[config.mk]
export PLATFORM = sky130hd
export DESIGN_NAME = clk_domain_gen
export DESIGN_NICKNAME = d
export VERILOG_FILES = /design/src/rtl/clk_domain_gen.sv
export SDC_FILE = /design/constraint.sdc
export NUM_CORES = 1
export LEC_CHECK = 0
export BUFFER_PORTS_ARGS = -buffer_cell sky130_fd_sc_hd__buf_4
export CORE_MARGIN = 10
export CORE_UTILIZATION = 62
export CTS_CLUSTER_DIAMETER = 40
export DETAILED_ROUTE_END_ITERATION = 6
export HOLD_SLACK_MARGIN = 0.08
export PLACE_DENSITY = 0.88
export SYNTH_ARGS = -nofsm -noshare
export SYNTH_HDL_FRONTEND = slang
export SYNTH_SLANG_ARGS = --single-unit
export TNS_END_PERCENT = 5
[constraint.sdc]
create_clock -name clock -period 9.45 [get_ports clock]
set_input_delay 2.835 -clock clock [delete_from_list [all_inputs] [get_ports clock]]
set_output_delay 2.835 -clock clock [all_outputs]
set_load 0.01 [all_outputs]
[src/rtl/clk_domain_gen.sv]
// Multi-channel programmable clock divider with glitch-free reload.
// Ratios/inversion are swapped only after every channel has parked low, so that all channels realign together.
module clk_domain_gen #(
    parameter int                CNT_W      = 8,
    parameter int                NUM_CH     = 4,
    parameter int                RESET_HALF = 2,
    parameter logic [NUM_CH-1:0] RESET_INV  = 4'b1100
) (
    input  logic                    clock,
    input  logic                    reset,
    input  logic [NUM_CH*CNT_W-1:0] half_sel,
    input  logic [NUM_CH-1:0]       inv_sel,
    input  logic                    load,
    output logic                    busy,
    output logic                    load_ack,
    output logic [NUM_CH-1:0]       clk_out,
    output logic [NUM_CH-1:0]       tick,
    output logic [1:0]              dbg_state_o
);
    typedef enum logic [1:0] {IDLE = 2'd0, DRAIN = 2'd1, ALIGN = 2'd2} state_t;

    localparam logic [CNT_W-1:0] ZERO = '0;
    localparam logic [CNT_W-1:0] ONE  = {{(CNT_W-1){1'b0}}, 1'b1};

    state_t            state_q;
    logic [CNT_W-1:0]  half_q    [NUM_CH];
    logic [CNT_W-1:0]  half_d    [NUM_CH];
    logic [CNT_W-1:0]  cnt_q     [NUM_CH];
    logic [CNT_W-1:0]  cnt_d     [NUM_CH];
    logic [CNT_W-1:0]  sh_half_q [NUM_CH];
    logic [NUM_CH-1:0] raw_q, raw_d;
    logic [NUM_CH-1:0] inv_q, inv_d;
    logic [NUM_CH-1:0] parked_q, parked_d;
    logic [NUM_CH-1:0] sh_inv_q;
    logic [NUM_CH-1:0] clk_out_q, tick_q;
    logic              busy_q, ack_q;
    logic              draining, all_parked, align_go;

    assign draining = (state_q == DRAIN);

    always_comb begin
        all_parked = 1'b1;
        raw_d      = raw_q;
        parked_d   = parked_q;
        inv_d      = inv_q;
        for (int i = 0; i < NUM_CH; i++) begin
            half_d[i] = half_q[i];
            cnt_d[i]  = cnt_q[i];
            if (half_q[i] == ZERO) begin
                raw_d[i]    = 1'b0;
                cnt_d[i]    = ZERO;
                parked_d[i] = draining;
            end else if (parked_q[i]) begin
                raw_d[i] = 1'b0;
                cnt_d[i] = ZERO;
            end else if (cnt_q[i] == half_q[i] - ONE) begin
                cnt_d[i] = ZERO;
                // While draining, a channel about to rise parks instead, so its low half is never cut short.
                if (draining && !raw_q[i]) parked_d[i] = 1'b1;
                else                       raw_d[i]    = ~raw_q[i];
            end else begin
                cnt_d[i] = cnt_q[i] + ONE;
            end
            if (!parked_d[i]) all_parked = 1'b0;
        end
        align_go = draining && all_parked;
        if (align_go) begin
            inv_d    = sh_inv_q;
            raw_d    = '0;
            parked_d = '0;
            for (int i = 0; i < NUM_CH; i++) begin
                half_d[i] = sh_half_q[i];
                cnt_d[i]  = ZERO;
            end
        end
    end

    always_ff @(posedge clock or posedge reset) begin
        if (reset) begin
            for (int i = 0; i < NUM_CH; i++) begin
                half_q[i]    <= CNT_W'(RESET_HALF);
                cnt_q[i]     <= ZERO;
                sh_half_q[i] <= ZERO;
            end
            raw_q     <= '0;
            inv_q     <= RESET_INV;
            parked_q  <= '0;
            sh_inv_q  <= '0;
            clk_out_q <= RESET_INV;
            tick_q    <= '0;
            busy_q    <= 1'b0;
            ack_q     <= 1'b0;
            state_q   <= IDLE;
        end else begin
            for (int i = 0; i < NUM_CH; i++) begin
                half_q[i] <= half_d[i];
                cnt_q[i]  <= cnt_d[i];
            end
            raw_q     <= raw_d;
            inv_q     <= inv_d;
            parked_q  <= parked_d;
            clk_out_q <= raw_d ^ inv_d;
            tick_q    <= raw_d & ~raw_q;
            ack_q     <= 1'b0;
            case (state_q)
                IDLE: begin
                    if (load) begin
                        for (int i = 0; i < NUM_CH; i++) begin
                            sh_half_q[i] <= half_sel[i*CNT_W +: CNT_W];
                        end
                        sh_inv_q <= inv_sel;
                        busy_q   <= 1'b1;
                        state_q  <= DRAIN;
                    end
                end
                DRAIN: begin
                    if (align_go) begin
                        ack_q   <= 1'b1;
                        state_q <= ALIGN;
                    end
                end
                ALIGN: begin
                    busy_q  <= 1'b0;
                    state_q <= IDLE;
                end
                default: state_q <= IDLE;
            endcase
        end
    end

    assign clk_out     = clk_out_q;
    assign tick        = tick_q;
    assign busy        = busy_q;
    assign load_ack    = ack_q;
    assign dbg_state_o = state_q;
endmodule
### After elaboration in Yosys (flattened, before gate mapping)

Index checks and enable logic that the tools add are counted.

* register bits after elaboration: 124
* bits of input ports: 39
* output and inout bits: 12

* add/subtract/negate cells: 8
* eq/ne operators: 8
* muxes and demuxes: 59
* bitwise gates (word level): 7
* reduce and logical (&&, ||, !) cells: 18

Operators with widths (number)
* 2-to-1 mux 8 bit: 12
* 2-to-1 mux 1 bit: 39
* adder 8 x 1 -> 8 bit (second input constant): 4
* == test 8 bit: 4
* zero test 8 bit: 4
* 2-to-1 mux 32 bit: 1
* subtractor 8 x 1 -> 8 bit (second input constant): 4
* 2-to-1 mux 4 bit: 3
* AND reduction 2 bit: 3
* logical AND 1 bit: 5
* bitwise AND 4 bit: 1
* zero test 1 bit: 4
* 2-to-1 mux 2 bit: 2
* NOT 1 bit: 4
* NOT 4 bit: 1
* one-hot mux 2 bit (2 select lines): 1
* XOR 4 bit: 1
* == test 2 x 1 -> 1 bit (second input constant): 1
* == test 2 bit (second input constant): 1
* zero test 2 bit: 1
* inequality test 2 x 1 -> 1 bit (second input constant): 1
* inequality test 2 bit (second input constant): 1
* one-hot mux 1 bit (2 select lines): 1
* nonzero test 2 bit: 1

### Depth between registers and ports, before layout

Gate-level depths: netlist of run 1.

* depth in word-level cells: 13
* gate-level depth with buffers: 13

### Worst setup path after synthesis of run 1

No wires, ideal clock.

* kind: input-to-reg
* from: input port load
* to: register sh_half_q[10] (netlist name)
* library setup time: 125 ps
* data arrival time: 4045 ps
* slack: 5281 ps
* stages on the path: 4
* buffers on the path: 2
* path through: nor3b_1 > clkbuf_1 > clkbuf_1 > mux2_2

* longest elaborated chain between the ends: 1

RTL lines
* from (decl): line 13 `input logic load,`
* AND reduction 2 bit (no source line)
* to (signal, indexed assignment): line 109 `sh_half_q[i] <= half_sel[i*CNT_W +: CNT_W];`
* to (decl): line 30 `logic [CNT_W-1:0] sh_half_q [NUM_CH];`

Every way passes these cells.
A chain may end at the register's enable or synchronous reset.

### Final worst setup path of run 1

* from: register clk_out_q[3], in the netlist clk_out[3]
* to: output port clk_out[3]

RTL lines
* from (decl): line 35 `logic [NUM_CH-1:0] clk_out_q, tick_q;`
* from (signal assigned): line 102 `clk_out_q <= raw_d ^ inv_d;`
* to (decl): line 16 `output logic [NUM_CH-1:0] clk_out,`

No word-level cell between the ends.

==> results of run 1 <==
==> cell families after synthesis <==
kind of cell	Yosys count	synth area share [%]
AO/OA/AOI/OAI	56	6.709
XOR/XNOR	66	9.625
adder cells (fa/ha/maj)	12	2.500
buffers and inverters	32	2.812
flip-flops	124	51.83
multiplexers	65	12.77
AND/OR/NAND/NOR	158	13.75
==> synthesized netlist by cell type, drive strengths merged, types with 3 or more instances <==
master	n	share of area [%]
dfrtp	116	48
mux2	63	12
nor2	47	2.9
xor2	41	6.0
nand3	27	2.3
xnor2	25	3.6
nand2	19	1.2
inv	14	0.87
o21ai	14	1.2
nor3	13	1.1
and3	12	1.2
ha	12	2.5
nor4	12	1.5
a21oi	11	0.92
clkbuf	10	0.63
buf	8	1.3
dfstp	8	3.5
nand2b	5	0.52
nor3b	5	0.63
o21ba	4	0.67
o21bai	4	0.50
or3	4	0.42
a211oi	3	0.37
a221oi	3	0.44
nand4	3	0.56
==> through the flow <==
stage / power (mW) / cell area [sq um] / instances / util, %
detailed placement: 1.730 / 6464 / 678 / 69.30
global placement: 1.671 / 6464 / 678 / 69.30
floorplan: 1.530 / 6006 / 513 / -
CTS: 2.398 / 7056 / 710 / 75.64
global route: 2.535 / 7056 / 710 / 75.64
finish: 2.395 / 7056 / 710 / 75.64
==> cell usage in the layout (no fill, tap or decap), types with 13 or more instances in the layout <==
master,count
mux2_2,46
nor3_1,13
nand2_1,19
inv_1,13
buf_4,54
o21ai_0,14
nor2_1,47
dfrtp_1,116
xor2_1,41
clkbuf_16,16
nand3_1,27
xnor2_1,25
==> layer usage <==
| layer | vias to the layer above | global-route usage (%) | wire [microns] | share of wire, % |
|---|---|---|---|---|
| met5 | - | 0 | 0 | 0 |
| met4 | 0 | 8.855 | 263 | 2.1 |
| met3 | 33 | 5.045 | 699 | 5.5 |
| met2 | 148 | 31.33 | 6420 | 50 |
| met1 | 2117 | 22.57 | 5430 | 42 |
| li1 | 1923 | - | - | - |
==> worst min path at each step <==
| stage | slack, ns | to | start |
|---|---|---|---|
| floorplan | 0.44 | tick[0] | parked_q[0] |
| global placement | 0.46 | tick[0] | parked_q[0] |
| detailed placement | 0.47 | half_q[25] | sh_half_q[25] |
| CTS | 0.49 | half_q[25] | sh_half_q[25] |
| global route | 0.51 | tick[0] | parked_q[0] |
| finish | 0.49 | half_q[16] | sh_half_q[16] |
==> power groups by stage <==
stage | Clock, mW | Sequential [mW] | Combinational (mW)
2_1_floorplan | 0 | 0.885 | 0.644
3_3_place_gp | 0 | 0.933 | 0.737
3_5_place_dp | 0 | 0.947 | 0.783
4_1_cts | 0.651 | 0.944 | 0.802
5_1_grt | 0.675 | 0.975 | 0.884
6_report | 0.645 | 0.950 | 0.800
==> cell type report <==
class / instances / area [sq um] / area share (%)
Timing Repair Buffer: 54 / 405.4 / 5.746
Tap cell: 129 / 161.4 / 2.288
Sequential cell: 124 / 3113 / 44.12
Clock buffer: 21 / 449.2 / 6.366
Inverter: 14 / 55.05 / 0.7803
Multi-Input combinational cell: 357 / 2729 / 38.68
Clock inverter: 11 / 142.6 / 2.022
==> state kept, by name, indices dropped and copies added (netlist names) <==
| signal | count |
|---|---|
| busy | 1 |
| clk_out | 4 |
| cnt_q | 32 |
| dbg_state_o | 2 |
| half_q | 32 |
| inv_q | 4 |
| load_ack | 1 |
| parked_q | 4 |
| raw_q | 4 |
| sh_half_q | 32 |
| sh_inv_q | 4 |
| tick | 4 |
==> results.ini, run 1 <==
[die]
pin_count=51
num_rows=35
initial_core_util_pct=64.39
die_w_microns=118.4
core-area_sq_um=9328
die-area_sq_um=14020
die_height_microns=118.4

[power]
peakVddDrop_v=0.0001723
cellPowerDensity_nw_per_um2=339.4
pwr-share-clk_pct=26.9
p_leak_nw=3.166
combPwrFrac_pct=33.4
swShare_pct=34.79
seq_power_share_pct=39.7
p_switching_mw=0.8330
internal_power_mw=1.562

[synth]
synth_seq_area_share_pct=51.83
synth_cell_types=56
yosysWarnings=0
synth_edf_count=0
syn_nets=564
yosys_most_used_dff=dfrtp_1
synth_seq_cells=124
syn_area_per_cell_sq_um=11.71
async_flop_share_pct=100.0
synth_area_sq_um=6006
syn_inst=513

[clock_tree]
clk_path_buf_depth=2
clk_transition_reported_paths_ns=0.06
cts_sinks=124
cts_resized=0
post_cts_buffers=0
clock_latency_ns=0.53
cts_root_buf=clkbuf_8
cts_max_level=4
numCtsBuffers=17
cts_tree=built
hold_buffers=0

[final_layout]
syn_to_final_growth_pct=17.48
filler_cell_count=553
layout.nets=619
drive_above_1_share_pct=27.19
antenna_cells=0

[detailed_routing]
wirelength_mm=12.81
vias_per_cell=5.945
vias=4221
drcViolationCount=0
drt-initial-drc-count=302
drt_first_pass_iters=6
wire_per_inst_microns=18.05
drtAntennaViolNets=0

[hold_path]
holdPathStages=2
holdCritPathClass=reg -> reg

[sta]
worstMarginPinSlew_ns=0.9242
fmaxAchievable_mhz=250.5
setup_viol=0
period_minus_slack_ns=3.992
timing.setup.tns_ns=0
layout_setup_ws_ns=5.458
fin_crit_sh_pct=42.25
finClkSkew_ns=0.01265
hold_violations=0
slew_violations=0
rsz0062_at_grt=no
relSlewSlack_pct=38.38
whs_ns=0.4851

[status]
status=finished clean

[global_routing]
antenna_found_initial=0
grt_pass1_vias=4459
grt_max_degree=77
grt_pass1_wl_mm=21.89
track_usage_pct=18.93
grt-ovfl-total=0

[critical_path]
timing.rr.start=half_q[1]
timing.rr.end=clk_out[0]
crit_slowest_cell=dfstp_2
critPathMaxStageDelay_ns=0.52
crit_type=reg -> out
cp-startpoint=clk_out[3]
crit_end=clk_out[3]
ff2ff_setup_slack_ns=5.58
worstSetupEndpointType=primary output
worst-path-buf-inv=1
critPathArrivalTime_ns=1.16
cp-start-kind=flop
cp_top_family=flip-flops
crit_required_ns=6.62
path_max_fanout=1
r2r_cells=11
cp_num_cells=1
crit_chain=buf_4

[placed_design]
place.gp.congestion=0.8533
post-place-ws_ns=5.067
dp_hpwl_mm=8.390
portBuffers=50

[run]
cap_violations=0

(Power assumes the default switching activity.)
==> inputs of run 2 (changes only) <==
- ABC_AREA: unset -> 1
- CORE_UTILIZATION: 62 -> 60
- PLACE_DENSITY: 0.88 -> 0.86
- clock period: 9.45 -> 4.1 ns (I/O delays scaled with it)
==> run 2 against run 1 <==
Effect of this change:
- synthesized area up 7.8%
- die area increased by 9.5%
- total power increased by 140%
- sequential share of layout area down 3.2 points
- sequential power is 110% higher
- largest power group is now combinational cells
- highest routed layer unchanged
==> results.ini, run 2 <==
[placed_design]
dp_hpwl_mm=9.261  ; was 8.390 mm
portBuffers=50  ; unchanged
post-place-ws_ns=1.074  ; was 5.067 ns
dpl-instance-area_sq_um=6945  ; was 6464 sq um
place.gp.congestion=0.8718  ; was 0.8533

[synth]
yosys.area.top_type=dfrtp_1  ; unchanged
synth_seq_area_share_pct=48.07  ; was 51.83%
yosys_most_used_dff=dfrtp_1  ; unchanged
syn_inst=726  ; was 513
syn_area_per_cell_sq_um=8.920  ; was 11.71 sq um
ys_top_cells_by_area=dfrtp_1, nand2_1, mux2_2, inv_1, nor2_1  ; was dfrtp_1, mux2_2, xor2_1, xnor2_1, dfstp_2
yosysWarnings=0  ; unchanged
async_flop_share_pct=100.0  ; unchanged
synth_seq_cells=124  ; unchanged
syn_nets=777  ; was 564
synthDominantCellAreaShare_pct=44.82  ; was 48.33%
synthTopCellsByCount=nand2_1, dfrtp_1, inv_1  ; was dfrtp_1, nor2_1, mux2_2
synth_cell_types=36  ; was 56
synth_edf_count=0  ; unchanged
synth.most_common_cell=nand2_1  ; was dfrtp_1
synth_area_sq_um=6476  ; was 6006 sq um

[hold_path]
holdCritPathClass=reg -> reg  ; unchanged

[power]
p_leak_nw=3.806  ; was 3.166 nW
peakVddDrop_v=0.0004651  ; was 0.0001723 V
power.total_mw=5.848  ; was 2.395 mW
cellPowerDensity_nw_per_um2=768.0  ; was 339.4 nW/um^2

[sta]
whs_ns=0.4417  ; was 0.4851 ns
relSlewSlack_pct=34.02  ; was 38.38%
rsz0062_at_grt=no  ; unchanged
slew_violations=0  ; unchanged
layout_setup_ws_ns=1.006  ; was 5.458 ns
setup_viol=0  ; unchanged
finClkSkew_ns=0.006637  ; was 0.01265 ns
worstMarginPinSlew_ns=0.9862  ; was 0.9242 ns
fin_crit_sh_pct=75.46
period_minus_slack_ns=3.094
hold_violations=0  ; unchanged
fmaxAchievable_mhz=323.2
timing.setup.tns_ns=0  ; unchanged

[clock_tree]
numCtsBuffers=17  ; unchanged
cts_tree=built  ; unchanged
clock_latency_ns=0.53  ; about the same
cts_max_level=4  ; unchanged
cts_root_buf=clkbuf_8  ; unchanged
post_cts_buffers=0  ; unchanged
hold_buffers=0  ; unchanged
clk_transition_reported_paths_ns=0.06  ; about the same
cts_resized=0  ; unchanged
cts_sinks=124  ; unchanged
clk_path_buf_depth=2  ; unchanged

[critical_path]
cp-start-kind=flop  ; unchanged
worstSetupEndpointType=flop  ; was primary output
crit_required_ns=4.54  ; was 6.62 ns
path_max_fanout=54  ; was 1
critPathArrivalTime_ns=3.53  ; was 1.16 ns
crit_type=reg -> reg  ; was reg -> out

[global_routing]
track_usage_pct=18.75  ; was 18.93%
grt_pass1_vias=5043  ; was 4459
antenna_found_initial=0  ; unchanged
grt_max_degree=63  ; was 77
grt-ovfl-total=0  ; unchanged
grt_pass1_wl_mm=22.95  ; was 21.89 mm

[die]
core-area_sq_um=10420  ; was 9328 sq um
die-area_sq_um=15350  ; was 14020 sq um
die_height_microns=123.9  ; was 118.4 microns
num_rows=37  ; was 35
pin_count=51  ; unchanged
initial_core_util_pct=62.17  ; was 64.39%
die_w_microns=123.9  ; was 118.4 microns

[detailed_routing]
wirelength_mm=13.29  ; was 12.81 mm
drcViolationCount=0  ; unchanged
drt-initial-drc-count=312  ; was 302
drt_first_pass_iters=6  ; unchanged
vias=4871  ; was 4221
vias_per_cell=5.226  ; was 5.945
drtAntennaViolNets=0  ; unchanged
wire_per_inst_microns=14.26  ; was 18.05 microns

[status]
status=finished clean  ; unchanged

[final_layout]
syn_to_final_growth_pct=17.58  ; was 17.48%
layout.nets=834  ; was 619
antenna_cells=0  ; unchanged
layout_common_cells=nand2_1, dfrtp_1, inv_1, nor2_1, buf_4  ; was dfrtp_1, buf_4, nor2_1, mux2_2, xor2_1
drive_above_1_share_pct=24.87  ; was 27.19%
final_cell_area_sq_um=7615  ; was 7056 sq um
reg_top3=cnt_q (32), half_q (32), sh_half_q (32)  ; unchanged
final_common_cell=nand2_1  ; was dfrtp_1

[run]
cap_violations=0  ; unchanged

-- run 2: cell types whose count changed after synthesis, moves of 18 or more --
cell,change
nand2_2,+24
nor2_1,+25
inv_1,+73
nand2_1,+147
o21ai_2,+18
nand3_1,+21
-- run 2: logic make-up (layout without fill, tap and decap cells) --
kind of cell,count (synthesis),in the layout,synth area share [%]
buffers and inverters,110,180,7.341
muxes,31,31,5.390
AOI/OAI and AO/OA,42,42,4.308
DFF,124,124,48.07
and+or+nand+nor,363,363,26.62
adders and majority gates,12,12,2.318
xor gates and xnor gates,44,44,5.951
-- run 2: worst paths after layout --
path | slack, ns | from | endpoint | depth (start not counted)
setup / recovery | 1.01 | half_q[17] | half_q[30] | 16
hold / removal | 0.44 | raw_q[2] | tick[2] | 1
setup reg to reg | 1.01 | half_q[17] | half_q[30] | 16
hold reg to reg | 0.44 | raw_q[2] | tick[2] | 1
max in group asynchronous | 2.36 | reset | clk_out[3] | 3
min in group asynchronous | 0.91 | reset | half_q[8] | 2
-- run 2: metal layers --
metal  vias up  share of wire [%]  GRT usage, %  wire, microns
li1       2401                  -             -              -
met2       113                 52         32.32           6873
met1      2324                 41         21.92           5422
met4         0                2.0         6.547            265
met5         -                  0             0              0
met3        33                5.5         5.430            731
-- run 2: through the flow --
stage | util, % | cells
after floorplan | - | 726
after global placement | 66.68 | 900
after detailed placement | 66.68 | 900
after CTS | 73.11 | 932
after global routing | 73.11 | 932
final | 73.11 | 932
-- run 2: worst max-delay path: stages, from the launching register on --
cell	delay, ns
dfstp_2	0.54
inv_1	0.09
ha_1	0.30
inv_1	0.04
nand2_1	0.05
nand2_1	0.04
nor2_1	0.13
nand3_1	0.09
nor2_1	0.12
nand3_2	0.14
nand2_4	0.16
nand2_4	0.08
nor2_8	0.19
nand3_4	0.28
clkinv_4	0.51
nand2_1	0.11
o21ai_1	0.11
-- run 2: area by class of cell --
type                            count  area (sq um)
Sequential cell                   124          3113
Multi-Input combinational cell    492          2890
Fill cell                         742          2801
Clock buffer                       18         427.9
Timing Repair Buffer               52         402.9
Inverter                           96         369.1
Clock inverter                     14         241.5
Tap cell                          136         170.2
-- run 2: report_power, final --
part | internal, mW | switching, mW | leakage [nW]
Combinational | 0.853 | 1.27 | 1.95
Clock | 1.13 | 0.557 | 0.302
Sequential | 1.68 | 0.357 | 1.55
==> inputs of run 3 (changes only) <==
- clock period: 4.1 -> 3 ns (I/O delays scaled with it)
==> run 3 against run 2 <==
Effect of this change:
- largest power group unchanged
- wire length grew 7.8%
- total power grew 37%
- sequential power increased by 37%
- worst hold slack improved by 0.025 ns
- core utilization hardly changed
- setup slack got worse by 0.71 ns
- maximum frequency rose by 14%
==> results.ini, run 3 (synthesized netlist as in run 2, its figures left out) <==
[sta]
finClkSkew_ns=0.008864  ; was 0.006637 ns
period_minus_slack_ns=2.704  ; was 3.094 ns
relSlewSlack_pct=44.85  ; was 34.02%
layout_setup_ws_ns=0.2957  ; was 1.006 ns
fmaxAchievable_mhz=369.8  ; was 323.2 MHz
timing.setup.tns_ns=0  ; unchanged
hold_violations=0  ; unchanged
worstMarginPinSlew_ns=0.8244  ; was 0.9862 ns
setup_viol=0  ; unchanged
whs_ns=0.4665  ; was 0.4417 ns
rsz0062_at_grt=no  ; unchanged
slew_violations=0  ; unchanged
fin_crit_sh_pct=90.14  ; was 75.46%

[detailed_routing]
drcViolationCount=0  ; unchanged
vias_per_cell=5.337  ; was 5.226
drt-initial-drc-count=347  ; was 312
wl_met2_mm=7.713  ; was 6.873 mm
wirelength_mm=14.34  ; was 13.29 mm
wire_per_inst_microns=15.35  ; was 14.26 microns
vias=4985  ; was 4871
wl_met1_mm=5.681  ; was 5.422 mm
drtAntennaViolNets=0  ; unchanged
wl_met3_microns=607  ; was 731 microns
drt_first_pass_iters=5  ; was 6
top_layer=met4  ; unchanged

[clock_tree]
clk_transition_reported_paths_ns=0.06  ; about the same
numCtsBuffers=17  ; unchanged
cts_max_level=4  ; unchanged
cts_root_buf=clkbuf_8  ; unchanged
clk_path_buf_depth=2  ; unchanged
cts_sinks=124  ; unchanged
cts_tree=built  ; unchanged
clock_latency_ns=0.53  ; about the same

[critical_path]
path_max_fanout=24  ; was 54
timing.rr.start=half_q[17]  ; unchanged
ff2ff_setup_slack_ns=0.30  ; was 1.01 ns
cp-start-kind=flop  ; unchanged
crit_type=reg -> reg  ; unchanged
cp-startpoint=half_q[17]  ; unchanged
worstSetupEndpointType=flop  ; unchanged
crit_end=clk_out[0]  ; was half_q[30]
critPathArrivalTime_ns=3.17  ; was 3.53 ns
r2r_cells=17  ; was 16
timing.rr.end=clk_out[0]  ; was half_q[30]
crit_required_ns=3.47  ; was 4.54 ns

[final_layout]
reg_top3=cnt_q (32), half_q (32), sh_half_q (32)  ; unchanged
final_common_cell=nand2_1  ; unchanged
filler_cell_count=731  ; was 742
syn_to_final_growth_pct=17.64  ; was 17.58%
multi_input_area_sq_um=2890  ; unchanged
layout_common_cells=nand2_1, dfrtp_1, inv_1, nor2_1, buf_4  ; unchanged
regArea_sq_um=3113  ; unchanged
drive_above_1_share_pct=24.94  ; was 24.87%
layout.nets=836  ; was 834
antenna_cells=0  ; unchanged

[placed_design]
portBuffers=50  ; unchanged
post-place-ws_ns=0.2314  ; was 1.074 ns
dp_hpwl_mm=9.529  ; was 9.261 mm
place.gp.congestion=0.8715  ; was 0.8718

[die]
num_rows=37  ; unchanged
pin_count=51  ; unchanged
core-area_sq_um=10420  ; unchanged
die-area_sq_um=15350  ; unchanged
die_height_microns=123.9  ; unchanged
initial_core_util_pct=62.17  ; unchanged
die_w_microns=123.9  ; unchanged

[power]
cellPowerDensity_nw_per_um2=1051  ; was 768.0 nW/um^2
p_leak_nw=3.830  ; was 3.806 nW
peakVddDrop_v=0.0006480  ; was 0.0004651 V
power.total_mw=8.010  ; was 5.848 mW

[global_routing]
grt_pass1_wl_mm=24.19  ; was 22.95 mm
grt_max_degree=125  ; was 63
grt_pass1_vias=5288  ; was 5043
antenna_found_initial=0  ; unchanged
grt-ovfl-total=0  ; unchanged
track_usage_pct=19.90  ; was 18.75%

[run]
cap_violations=0  ; unchanged

[status]
status=finished clean  ; unchanged

[hold_path]
holdCritPathClass=reg -> reg  ; unchanged

## run 3: changes by cell type in the layout (fill, tap and decap cells not counted)
cell / change
clkinvlp_4: -6
clkinv_4: +4
buf_4: +1
buf_6: +1
bufinv_16: -1
clkbuf_1: +1
clkinv_2: +1
clkinv_8: +1
## run 3: per-layer routing
layer | vias up | global-route usage (%)
met4 | 0 | 10.07
met3 | 29 | 4.299
met1 | 2451 | 21.72
li1 | 2405 | -
met5 | - | 0
met2 | 100 | 35.73
## run 3: worst min-delay path by stage
| stage | cells after the start | slack, ns | to | start |
|---|---|---|---|---|
| after floorplan | 1 | 0.40 | tick[2] | raw_q[2] |
| after global placement | 1 | 0.41 | tick[2] | raw_q[2] |
| after detailed placement | 1 | 0.41 | tick[2] | raw_q[2] |
| after CTS | 1 | 0.46 | tick[2] | raw_q[2] |
| after global routing | 1 | 0.47 | tick[2] | raw_q[2] |
| final | 1 | 0.47 | tick[2] | raw_q[2] |
## run 3: stage by stage
stage	utilization (%)	instances	instance area, sq um
after global routing	73.14	934	7619
after floorplan	-	726	6480
after CTS	73.03	934	7607
final	73.14	934	7619
after global placement	66.82	902	6960
after detailed placement	66.82	902	6960
## run 3: layout make-up
cell class	instances	area share [%]
Sequential cell	124	40.86
Multi-Input combinational cell	492	37.94
Clock buffer	19	5.666
Timing Repair Buffer	54	5.535
Inverter	96	4.943
Clock inverter	13	2.825
Tap cell	136	2.234
## run 3: power by group
part           internal, mW  leakage [nW]  total [mW]  switching [mW]
Sequential             2.30          1.55        2.79           0.496
Clock                  1.46         0.313        2.23           0.765
Combinational          1.18          1.97        2.99            1.80
Total                  4.94          3.83        8.01            3.07
## run 3: what timing repair did
| item | CTS | global route |
|---|---|---|
| setup endpoints to repair | 0 | 32 |
| buffers inserted | 0 | 0 |
| gates resized for setup | 0 | 3 |
| hold buffers | 0 | 0 |
## run 3: critical path, cell delays in order, from the launching register on
cell,delay [ns]
dfstp_2,0.54
inv_1,0.08
ha_1,0.31
inv_1,0.04
nand2_1,0.06
nand2_1,0.05
nor2_1,0.15
nand3_1,0.09
nor2_1,0.14
nand3_2,0.13
nand2_4,0.16
nand2_4,0.08
nor2_8,0.19
nand3_4,0.13
buf_6,0.21
nand2_1,0.10
nand3_1,0.07
nand2_1,0.10
